`src/rtl/mvm_host_driver_if.sv`:
```
// Signal bundle between the MVM host driver, its command/word source, the MVM core and the result sink.
interface mvm_host_driver_if #(
    parameter int B = 8
);
    logic           cmd_valid;
    logic           cmd_ready;
    logic [2:0]     cmd_mode;
    logic           src_valid;
    logic           src_ready;
    logic [B-1:0]   src_data;
    logic           load_matrix;
    logic           load_vector;
    logic           start;
    logic [B-1:0]   data_in;
    logic           done;
    logic [2*B-1:0] data_out;
    logic           res_valid;
    logic           res_ready;
    logic [2*B-1:0] res_data;
    logic           res_last;
    logic           busy;
    logic           err;
    logic [1:0]     err_code;

    modport master (
        input  cmd_valid, cmd_mode, src_valid, src_data, done, data_out, res_ready,
        output cmd_ready, src_ready, load_matrix, load_vector, start, data_in,
               res_valid, res_data, res_last, busy, err, err_code
    );

    modport slave (
        output cmd_valid, cmd_mode, src_valid, src_data, done, data_out, res_ready,
        input  cmd_ready, src_ready, load_matrix, load_vector, start, data_in,
               res_valid, res_data, res_last, busy, err, err_code
    );
endinterface

```
`src/rtl/mvm_host_driver.sv`:
```
// Host-side sequencer for a serial MVM core: streams matrix/vector bursts, starts the core,
// waits for done, captures the K results and drains them on a valid/ready result port.
//
// state     | meaning
// IDLE      | waiting for a command
// LOAD1/2   | load pulse, first word of a burst accepted
// BURST1/2  | remaining words of the burst accepted
// GAP1/2    | last word on data_in, then GAP quiet cycles
// START     | start pulse
// WAIT_DONE | waiting for a rising edge of done, bounded by DONE_TIMEOUT
// CAPTURE   | storing K result words from data_out
// DRAIN     | presenting stored results on the result stream
module mvm_host_driver #(
    parameter int K            = 16,
    parameter int B            = 8,
    parameter int GAP          = 1,
    parameter int DONE_TIMEOUT = 4096
) (
    input  logic              clk_i,
    input  logic              rst_ni,
    mvm_host_driver_if.master mvm
);
    localparam int MAT_N  = K * K;
    localparam int MAX_A  = (DONE_TIMEOUT > MAT_N) ? DONE_TIMEOUT : MAT_N;
    localparam int CNT_MX = (MAX_A > GAP) ? MAX_A : GAP;
    localparam int CW     = $clog2(CNT_MX + 1);
    localparam int IW     = (K > 1) ? $clog2(K) : 1;

    typedef enum logic [3:0] {
        IDLE, LOAD1, BURST1, GAP1, LOAD2, BURST2, GAP2, START, WAIT_DONE, CAPTURE, DRAIN
    } state_t;

    state_t         state_q, state_d;
    logic [2:0]     mode_q, mode_d;
    logic [CW-1:0]  cnt_q, cnt_d;
    logic [IW-1:0]  idx_q, idx_d;
    logic           done_q;
    logic           load_m_q, load_v_q, start_q, cmd_ready_q;
    logic           err_q, err_d;
    logic [1:0]     err_code_q, err_code_d;
    logic [B-1:0]   data_in_q, word_d;
    logic [2*B-1:0] res_buf [K];
    logic           capture;
    logic           in_burst, is_load, first_half, cur_mat, two_bursts;
    logic [CW-1:0]  burst_len, remaining;
    state_t         gap_next;

    assign in_burst   = (state_q == LOAD1) || (state_q == BURST1) ||
                        (state_q == LOAD2) || (state_q == BURST2);
    assign is_load    = (state_q == LOAD1) || (state_q == LOAD2);
    assign first_half = (state_q == LOAD1) || (state_q == BURST1);
    // mode bit 0 set (modes 1 and 3) means the matrix goes first
    assign cur_mat    = first_half ? mode_q[0] : !mode_q[0];
    assign two_bursts = (mode_q == 3'd1) || (mode_q == 3'd2);
    assign burst_len  = cur_mat ? CW'(MAT_N) : CW'(K);
    assign remaining  = is_load ? burst_len : cnt_q;
    assign gap_next   = (first_half && two_bursts) ? GAP1 : GAP2;

    always_comb begin
        state_d    = state_q;
        mode_d     = mode_q;
        cnt_d      = cnt_q;
        idx_d      = idx_q;
        err_d      = 1'b0;
        err_code_d = err_code_q;
        word_d     = '0;
        capture    = 1'b0;
        unique case (state_q)
            IDLE: begin
                if (cmd_ready_q && mvm.cmd_valid) begin
                    if (mvm.cmd_mode >= 3'd1 && mvm.cmd_mode <= 3'd4) begin
                        mode_d  = mvm.cmd_mode;
                        state_d = LOAD1;
                    end else begin
                        err_d      = 1'b1;
                        err_code_d = 2'd1;
                    end
                end
            end
            LOAD1, BURST1, LOAD2, BURST2: begin
                if (!mvm.src_valid) begin
                    err_d      = 1'b1;
                    err_code_d = 2'd2;
                    state_d    = IDLE;
                    cnt_d      = '0;
                end else begin
                    word_d = mvm.src_data;
                    if (remaining == CW'(1)) begin
                        state_d = gap_next;
                        cnt_d   = CW'(GAP);
                    end else if (is_load) begin
                        state_d = (state_q == LOAD1) ? BURST1 : BURST2;
                        cnt_d   = burst_len - CW'(1);
                    end else begin
                        cnt_d = cnt_q - CW'(1);
                    end
                end
            end
            GAP1, GAP2: begin
                if (cnt_q == '0) begin
                    state_d = (state_q == GAP1) ? LOAD2 : START;
                end else begin
                    cnt_d = cnt_q - CW'(1);
                end
            end
            START: begin
                state_d = WAIT_DONE;
                cnt_d   = CW'(DONE_TIMEOUT - 1);
            end
            WAIT_DONE: begin
                if (mvm.done && !done_q) begin
                    state_d = CAPTURE;
                    idx_d   = '0;
                end else if (cnt_q == '0) begin
                    err_d      = 1'b1;
                    err_code_d = 2'd3;
                    state_d    = IDLE;
                end else begin
                    cnt_d = cnt_q - CW'(1);
                end
            end
            CAPTURE: begin
                capture = 1'b1;
                if (idx_q == IW'(K - 1)) begin
                    state_d = DRAIN;
                    idx_d   = '0;
                end else begin
                    idx_d = idx_q + IW'(1);
                end
            end
            DRAIN: begin
                if (mvm.res_ready) begin
                    if (idx_q == IW'(K - 1)) begin
                        state_d = IDLE;
                        idx_d   = '0;
                    end else begin
                        idx_d = idx_q + IW'(1);
                    end
                end
            end
            default: state_d = IDLE;
        endcase
    end

    // MVM-side strobes are registered from the next state so they line up with the state itself
    always_ff @(posedge clk_i or negedge rst_ni) begin
        if (!rst_ni) begin
            state_q     <= IDLE;
            mode_q      <= '0;
            cnt_q       <= '0;
            idx_q       <= '0;
            done_q      <= 1'b0;
            load_m_q    <= 1'b0;
            load_v_q    <= 1'b0;
            start_q     <= 1'b0;
            data_in_q   <= '0;
            cmd_ready_q <= 1'b0;
            err_q       <= 1'b0;
            err_code_q  <= '0;
        end else begin
            state_q     <= state_d;
            mode_q      <= mode_d;
            cnt_q       <= cnt_d;
            idx_q       <= idx_d;
            done_q      <= mvm.done;
            load_m_q    <= (state_d == LOAD1 && mode_d[0]) || (state_d == LOAD2 && !mode_d[0]);
            load_v_q    <= (state_d == LOAD1 && !mode_d[0]) || (state_d == LOAD2 && mode_d[0]);
            start_q     <= (state_d == START);
            data_in_q   <= word_d;
            cmd_ready_q <= (state_d == IDLE);
            err_q       <= err_d;
            err_code_q  <= err_code_d;
        end
    end

    always_ff @(posedge clk_i) begin
        if (capture) begin
            res_buf[idx_q] <= mvm.data_out;
        end
    end

    assign mvm.cmd_ready   = cmd_ready_q;
    assign mvm.src_ready   = in_burst;
    assign mvm.load_matrix = load_m_q;
    assign mvm.load_vector = load_v_q;
    assign mvm.start       = start_q;
    assign mvm.data_in     = data_in_q;
    assign mvm.res_valid   = (state_q == DRAIN);
    assign mvm.res_data    = (state_q == DRAIN) ? res_buf[idx_q] : '0;
    assign mvm.res_last    = (state_q == DRAIN) && (idx_q == IW'(K - 1));
    assign mvm.busy        = (state_q != IDLE);
    assign mvm.err         = err_q;
    assign mvm.err_code    = err_code_q;
endmodule

```
`src/flat_wrapper.sv`:
```
// flat-port wrapper written by rule: the top's interface ports become plain ports
module mvm_host_driver_flat 
#(
    parameter int K            = 16,
    parameter int B            = 8,
    parameter int GAP          = 1,
    parameter int DONE_TIMEOUT = 4096
)
  (clk_i, rst_ni, mvm_cmd_valid, mvm_cmd_mode, mvm_src_valid, mvm_src_data, mvm_done, mvm_data_out, mvm_res_ready, mvm_cmd_ready, mvm_src_ready, mvm_load_matrix, mvm_load_vector, mvm_start, mvm_data_in, mvm_res_valid, mvm_res_data, mvm_res_last, mvm_busy, mvm_err, mvm_err_code);
  mvm_host_driver_if #(.B(B)) mvm_i ();
  input  logic clk_i;
  input  logic rst_ni;
  input wire logic [$bits(mvm_i.cmd_valid)-1:0] mvm_cmd_valid;
  input wire logic [$bits(mvm_i.cmd_mode)-1:0] mvm_cmd_mode;
  input wire logic [$bits(mvm_i.src_valid)-1:0] mvm_src_valid;
  input wire logic [$bits(mvm_i.src_data)-1:0] mvm_src_data;
  input wire logic [$bits(mvm_i.done)-1:0] mvm_done;
  input wire logic [$bits(mvm_i.data_out)-1:0] mvm_data_out;
  input wire logic [$bits(mvm_i.res_ready)-1:0] mvm_res_ready;
  output wire logic [$bits(mvm_i.cmd_ready)-1:0] mvm_cmd_ready;
  output wire logic [$bits(mvm_i.src_ready)-1:0] mvm_src_ready;
  output wire logic [$bits(mvm_i.load_matrix)-1:0] mvm_load_matrix;
  output wire logic [$bits(mvm_i.load_vector)-1:0] mvm_load_vector;
  output wire logic [$bits(mvm_i.start)-1:0] mvm_start;
  output wire logic [$bits(mvm_i.data_in)-1:0] mvm_data_in;
  output wire logic [$bits(mvm_i.res_valid)-1:0] mvm_res_valid;
  output wire logic [$bits(mvm_i.res_data)-1:0] mvm_res_data;
  output wire logic [$bits(mvm_i.res_last)-1:0] mvm_res_last;
  output wire logic [$bits(mvm_i.busy)-1:0] mvm_busy;
  output wire logic [$bits(mvm_i.err)-1:0] mvm_err;
  output wire logic [$bits(mvm_i.err_code)-1:0] mvm_err_code;
  assign mvm_i.cmd_valid = mvm_cmd_valid;
  assign mvm_i.cmd_mode = mvm_cmd_mode;
  assign mvm_i.src_valid = mvm_src_valid;
  assign mvm_i.src_data = mvm_src_data;
  assign mvm_i.done = mvm_done;
  assign mvm_i.data_out = mvm_data_out;
  assign mvm_i.res_ready = mvm_res_ready;
  assign mvm_cmd_ready = mvm_i.cmd_ready;
  assign mvm_src_ready = mvm_i.src_ready;
  assign mvm_load_matrix = mvm_i.load_matrix;
  assign mvm_load_vector = mvm_i.load_vector;
  assign mvm_start = mvm_i.start;
  assign mvm_data_in = mvm_i.data_in;
  assign mvm_res_valid = mvm_i.res_valid;
  assign mvm_res_data = mvm_i.res_data;
  assign mvm_res_last = mvm_i.res_last;
  assign mvm_busy = mvm_i.busy;
  assign mvm_err = mvm_i.err;
  assign mvm_err_code = mvm_i.err_code;
  mvm_host_driver #(.K(K), .B(B), .GAP(GAP), .DONE_TIMEOUT(DONE_TIMEOUT)) u_core (.clk_i(clk_i), .rst_ni(rst_ni), .mvm(mvm_i));
endmodule
```
`config.mk`:
```
export PLATFORM = sky130hd
export DESIGN_NAME = mvm_host_driver_flat
export DESIGN_NICKNAME = d
export VERILOG_FILES = /design/src/rtl/mvm_host_driver_if.sv /design/src/rtl/mvm_host_driver.sv /design/src/flat_wrapper.sv
export SDC_FILE = /design/constraint.sdc
export NUM_CORES = 1
export LEC_CHECK = 0
export CAP_MARGIN = 20
export CORE_AREA = 2 2 146 148
export CTS_CLUSTER_SIZE = 20
export DETAILED_ROUTE_END_ITERATION = 10
export DIE_AREA = 0 0 148 150
export GPL_TIMING_DRIVEN = 0
export MAX_ROUTING_LAYER = met4
export PLACE_DENSITY = 0.79
export SYNTH_ARGS = -nofsm -noshare
export SYNTH_HDL_FRONTEND = slang
export SYNTH_SLANG_ARGS = --single-unit
```
`constraint.sdc`:
```
create_clock -name clk_i -period 5.2 [get_ports clk_i]
set_clock_uncertainty 0.1 [all_clocks]
set_input_delay 1.56 -clock clk_i [delete_from_list [all_inputs] [get_ports clk_i]]
set_output_delay 1.56 -clock clk_i [all_outputs]
set_load 0.005 [all_outputs]
```
# ---- Yosys cells after proc, flatten, opt, wreduce, memory -nomap -nowiden
# Memories as Yosys holds them, arrays and structs flattened.
# Cells that the tools add are included.
dict set report classes {
  n_addsub 3
  order_cmp 2
  eq_ne 24
  muxes 49
  reduce_logical 32
}
# op n
set ops {}
lappend ops {{13-bit two-way mux} 6}
lappend ops {{4-bit two-way mux} 14}
lappend ops {{13-bit case mux with 4 select lines} 1}
lappend ops {{4-bit case mux with 7 select lines} 1}
lappend ops {{13-bit by 1-bit subtractor with 13-bit output (second input constant)} 2}
lappend ops {{4-bit by 3-bit equality test with 1-bit output (second input constant)} 6}
lappend ops {{4-bit equality test (second input constant)} 4}
lappend ops {{16-bit two-way mux} 1}
lappend ops {{8-bit two-way mux} 2}
lappend ops {{13-bit by 1-bit equality test with 1-bit output (second input constant)} 1}
lappend ops {{13-bit zero test} 1}
lappend ops {{1-bit two-way mux} 12}
lappend ops {{2-bit two-way mux} 6}
lappend ops {{4-bit case mux with 3 select lines} 1}
lappend ops {{1-bit logical AND} 9}
lappend ops {{9-bit two-way mux} 1}
lappend ops {{4-bit by 1-bit equality test with 1-bit output (second input constant)} 2}
lappend ops {{4-bit by 2-bit equality test with 1-bit output (second input constant)} 2}
lappend ops {{4-bit zero test} 2}
lappend ops {{2-bit inequality test (second input constant)} 4}
lappend ops {{4-bit nonzero test} 2}
lappend ops {{1-bit logical OR} 7}
lappend ops {{3-bit two-way mux} 2}
lappend ops {{2-bit by 1-bit inequality test with 1-bit output (second input constant)} 3}
lappend ops {{other kinds (14)} 18}
dict set report totals {
  regBits 40
  ramBits 256
  input_bits 33
  out_inout_bits 35
  word_cells 124
  n_memories 1
}
# name depth width read_ports rd_clocked_by_memory_dff write_ports line
set memory_table {}
lappend memory_table {u_core.res_buf 16 16 1 0 1 mvm_host_driver.sv:42} ;# logic [2*B-1:0] res_buf [K];

# ---- Logic depth before layout (Yosys ltp)
dict set report logic_depth {
  depth_word 12
  ltp_mapped 9
  mapped_depth_nobuf 8
}

# ---- Worst setup path before layout
# Ideal clock, no wire load.
dict set report synth_timing {
  kind {reg-to-output}
  start {register u_core.idx_q[0]}
  end {output port mvm_res_data[0]}
  arrival_ns 2.266
  required_ns 3.540
  path_slack_ns 1.274
  path_stages_with_launch 7
  n_path_buf 3
  cell_sequence {dfrtp_1 clkbuf_1 buf_2 buf_2 mux4_2 mux4_2 and2_1}
}
dict set report synth_between {
  elab_chain_cells 2
}
# element line
set synth_rtl {}
lappend synth_rtl {{start: declaration} mvm_host_driver.sv:36} ;# logic [IW-1:0] idx_q, idx_d;
lappend synth_rtl {{start signal: assignment} mvm_host_driver.sv:164} ;# idx_q <= idx_d;
lappend synth_rtl {{memory read 16 x 16 bit} -}
lappend synth_rtl {{16-bit two-way mux} mvm_host_driver.sv:189} ;# assign mvm.res_data = (state_q == DRAIN) ? res_buf[idx_q] : '0;
lappend synth_rtl {{end: declaration} flat_wrapper.sv:27} ;# output wire logic [$bits(mvm_i.res_data)-1:0] mvm_res_data;
# No other way between the ends.

# ---- Worst setup path in the final report
dict set report layout_timing {
  start {register u_core.idx_q[1]}
  end {output port mvm_res_data[9]}
}
# Same word-level chain as after synthesis.

==> flow_metrics.env <==
export IMPL_io_buffers=67
export IMPL_cpPeakStageDelay_ns=0.81
export IMPL_dieWidth_um=148
export IMPL_cp_start_kind="flop"
export IMPL_core_um2=20700
export IMPL_r2r_slack_ns=2.10
export IMPL_nNetsFinal=812
export IMPL_ys_flop_type="edfxtp_1"
export IMPL_cp_common_cell="mux4_2"
export IMPL_critPathBufInv=2
export IMPL_gp_congestion=0.896
export IMPL_drtAntennaViolNets=0
export IMPL_numCtsBuffers=29
export IMPL_dp_cells=1018
export IMPL_worstPathMaxFanout=10
export IMPL_post_cts_repair_setup_buffers=0
export IMPL_grt_max_degree=41
export IMPL_r2r_worst_path_cells=6
export IMPL_tns_ns=0
export IMPL_maxSlewViolCount=0
export IMPL_netlist_instances=660
export IMPL_intPower_mw=4.12
export IMPL_grt_pass1_vias=7091
export IMPL_slowest_stage="clkbuf_1"
export IMPL_worst_pin_slew_ns=1.16
export IMPL_period_needed_ns=5.05
export IMPL_power_frac_clock_pct=37.1
export IMPL_async_flop_share_pct=13.5
export IMPL_cts_max_path_buffers=3
export IMPL_setup_viol=0
export IMPL_p_sw_share_pct=24.2
export IMPL_rows=53
export IMPL_final_cells=1071
export IMPL_hold_path_depth=1
export IMPL_ctsRootBufferMaster="clkbuf_16"
export IMPL_num_io_pins=68
export IMPL_insertion_delay_ns=0.57
export IMPL_drive_gt1_share_pct=23.4
export IMPL_vias=6915
export IMPL_synth_seq_area_share_pct=71.2
export IMPL_ys_types=69
export IMPL_die_area_um2=22200
export IMPL_path_class="flop to primary output"
export IMPL_startpoint="u_core.idx_q[1]"
export IMPL_p_leak_nw=4.81
export IMPL_initial_core_util_pct=59.0
export IMPL_synth_enable_flop_cells=256
export IMPL_fmax_mhz=198
export IMPL_synth_seq_cells=296
export IMPL_crit_chain="clkbuf_1, mux4_2, mux4_2, and2_1, clkdlybuf4s50_1"
export IMPL_dpl_cell_area_um2=13500
export IMPL_pwr_share_seq_pct=49.9
export IMPL_final_common_cell="edfxtp_1"
export IMPL_drt_total_wl_mm=28.4
export IMPL_antenna_cells=0
export IMPL_cap_violations=0
export IMPL_wl_per_cell_um=26.5
export IMPL_slew_headroom_pct=22.4
export IMPL_drtPass1Iterations=5
export IMPL_ys_warn_count=0
export IMPL_finalCritPeriodShare_pct=97.0
export IMPL_end_kind="primary output"
export IMPL_cts_sinks=296
export IMPL_avgSynthCellArea_um2=18.5
export IMPL_drt_iter0_drc=724
export IMPL_worst_ep_arrival_time_ns=3.39
export IMPL_final_cell_mix="edfxtp_1, mux4_2, clkdlybuf4s50_1"
export IMPL_cp_top_family="buffers and inverters"
export IMPL_status="finished, final reports clean"
export IMPL_grt_antenna_before_repair=0
export IMPL_hold_path_class="flop to flop"
export IMPL_grt_pass1_wl_mm=42.8
export IMPL_synth_nets=698
export IMPL_holdCritStartpoint="u_core.mvm.err_code[1]"
export IMPL_cp_required_ns=3.54
export IMPL_die_h_um=150
export IMPL_design_area_um2=14400
export IMPL_rsz0062_at_grt="false"
export IMPL_globalRouteOverflowTotal=0
export IMPL_p_switching_mw=1.31
export IMPL_r2r_end="u_core.res_buf[1][14]"
export IMPL_comb_power_share_pct=13.0
export IMPL_drcViolationCount=0
export IMPL_synth_area_um2=12200
export IMPL_htreeDepth=1
export IMPL_rr_startpoint="u_core.state_q[2]"
export IMPL_cts_tree="done"
export IMPL_hold_violations=0
export IMPL_drt_vias_per_instance=6.46
export IMPL_power_density_nw_per_um2=376
export IMPL_whs_endpoint="u_core.mvm.err_code[1]"
export IMPL_clk_pin_slew_ns=0.06
export IMPL_syn_to_final_growth_pct=18.4
export IMPL_peakVddDrop_v=0.000294
export IMPL_track_usage_pct=27.2
export IMPL_dp_hpwl_mm=18.1
## final cells by class
class | count | area, um2
Tap cell | 275 | 344
Timing Repair Buffer | 83 | 916
Clock buffer | 34 | 744
Fill cell | 1291 | 6240
Inverter | 16 | 60.1
Multi-Input combinational cell | 314 | 3360
Buffer | 34 | 176
Sequential cell | 296 | 8690
Clock inverter | 19 | 163
## through the flow
stage               hold slack [ns]  worst slack [ns]  power (mW)  utilization (%)
CTS                           0.405            0.0880        5.44             69.8
finish                        0.399             0.155        5.43             69.8
global placement              0.362             0.429        3.41             63.9
floorplan                     0.373              1.27        3.21                -
global route                  0.430            0.0177        5.59             69.8
detailed placement            0.407             0.341        3.45             65.3
## logic make-up after synthesis
group / synth area share, %
simple gates: 6.90
buf+inv: 1.67
compound gates: 4.13
flops: 71.2
fa+ha+maj: 0.513
mux: 15.3
xor+xnor: 0.287
## how the worst max path moves through the flow
stage	cells after the start	slack [ns]	end
2_1_floorplan	6	1.27	mvm_res_data[0]
3_3_place_gp	6	0.43	mvm_res_data[14]
3_5_place_dp	6	0.34	mvm_res_data[3]
4_1_cts	7	0.09	mvm_res_data[3]
5_1_grt	7	0.02	mvm_res_data[6]
6_report	5	0.15	mvm_res_data[9]
## per-layer routing
metal | up-vias | GRT usage (%) | part of all wire (%)
li1 | 2911 | - | -
met1 | 3579 | 35.8 | 39
met2 | 357 | 44.2 | 51
met3 | 68 | 4.66 | 7.9
met4 | 0 | 8.81 | 2.9
met5 | - | - | 0
## worst reg2reg max path: stages, from the launching register on
cell and delay (ns):
dfrtp_1 0.39, buf_2 0.20, nor4bb_1 0.29, clkbuf_1 0.38, nand2_1 0.26, nor3_2 0.89
buf_6 0.29
## sequential cells by signal, indices dropped and copies added, names as in the netlist, 2 cells and up
register,cells
u_core.cnt_q,13
u_core.idx_q,4
u_core.mode_q,3
u_core.mvm.data_in,8
u_core.mvm.err_code,2
u_core.res_buf,256
u_core.state_q,4
## power by group through the flow
stage	Combinational [mW]	Sequential, mW	Clock (mW)
after floorplan	0.469	2.74	0
after global placement	0.661	2.75	0
after detailed placement	0.694	2.75	0
after CTS	0.706	2.71	2.03
after global routing	0.765	2.71	2.11
final	0.706	2.71	2.01
## cells in the mapped netlist, types with 4 or more instances
| master | instances | area, um2 |
|---|---|---|
| clkbuf_1 | 21 | 78.8 |
| nand3_1 | 11 | 55.1 |
| and2_1 | 28 | 175 |
| mux4_2 | 80 | 1800 |
| nor3_1 | 11 | 55.1 |
| nor2_1 | 28 | 105 |
| a21o_1 | 4 | 30.0 |
| buf_1 | 5 | 18.8 |
| ha_1 | 5 | 62.6 |
| buf_2 | 7 | 35.0 |
| nor4_1 | 8 | 50.1 |
| inv_1 | 16 | 60.1 |
| nand2_1 | 25 | 93.8 |
| o21ai_0 | 12 | 60.1 |
| dfrtp_1 | 40 | 1000 |
| a31oi_1 | 4 | 25.0 |
| edfxtp_1 | 256 | 7690 |
| mux2i_1 | 4 | 40.0 |
| nand2b_1 | 7 | 43.8 |
| a21oi_1 | 12 | 60.1 |
## repair_timing
item / 4_1_cts / 5_1_grt
setup endpoints to repair: 16 / 11
hold buffers: 0 / 0
gates resized for setup: 13 / 2
Note: power is estimated with default switching activity, not from simulation.
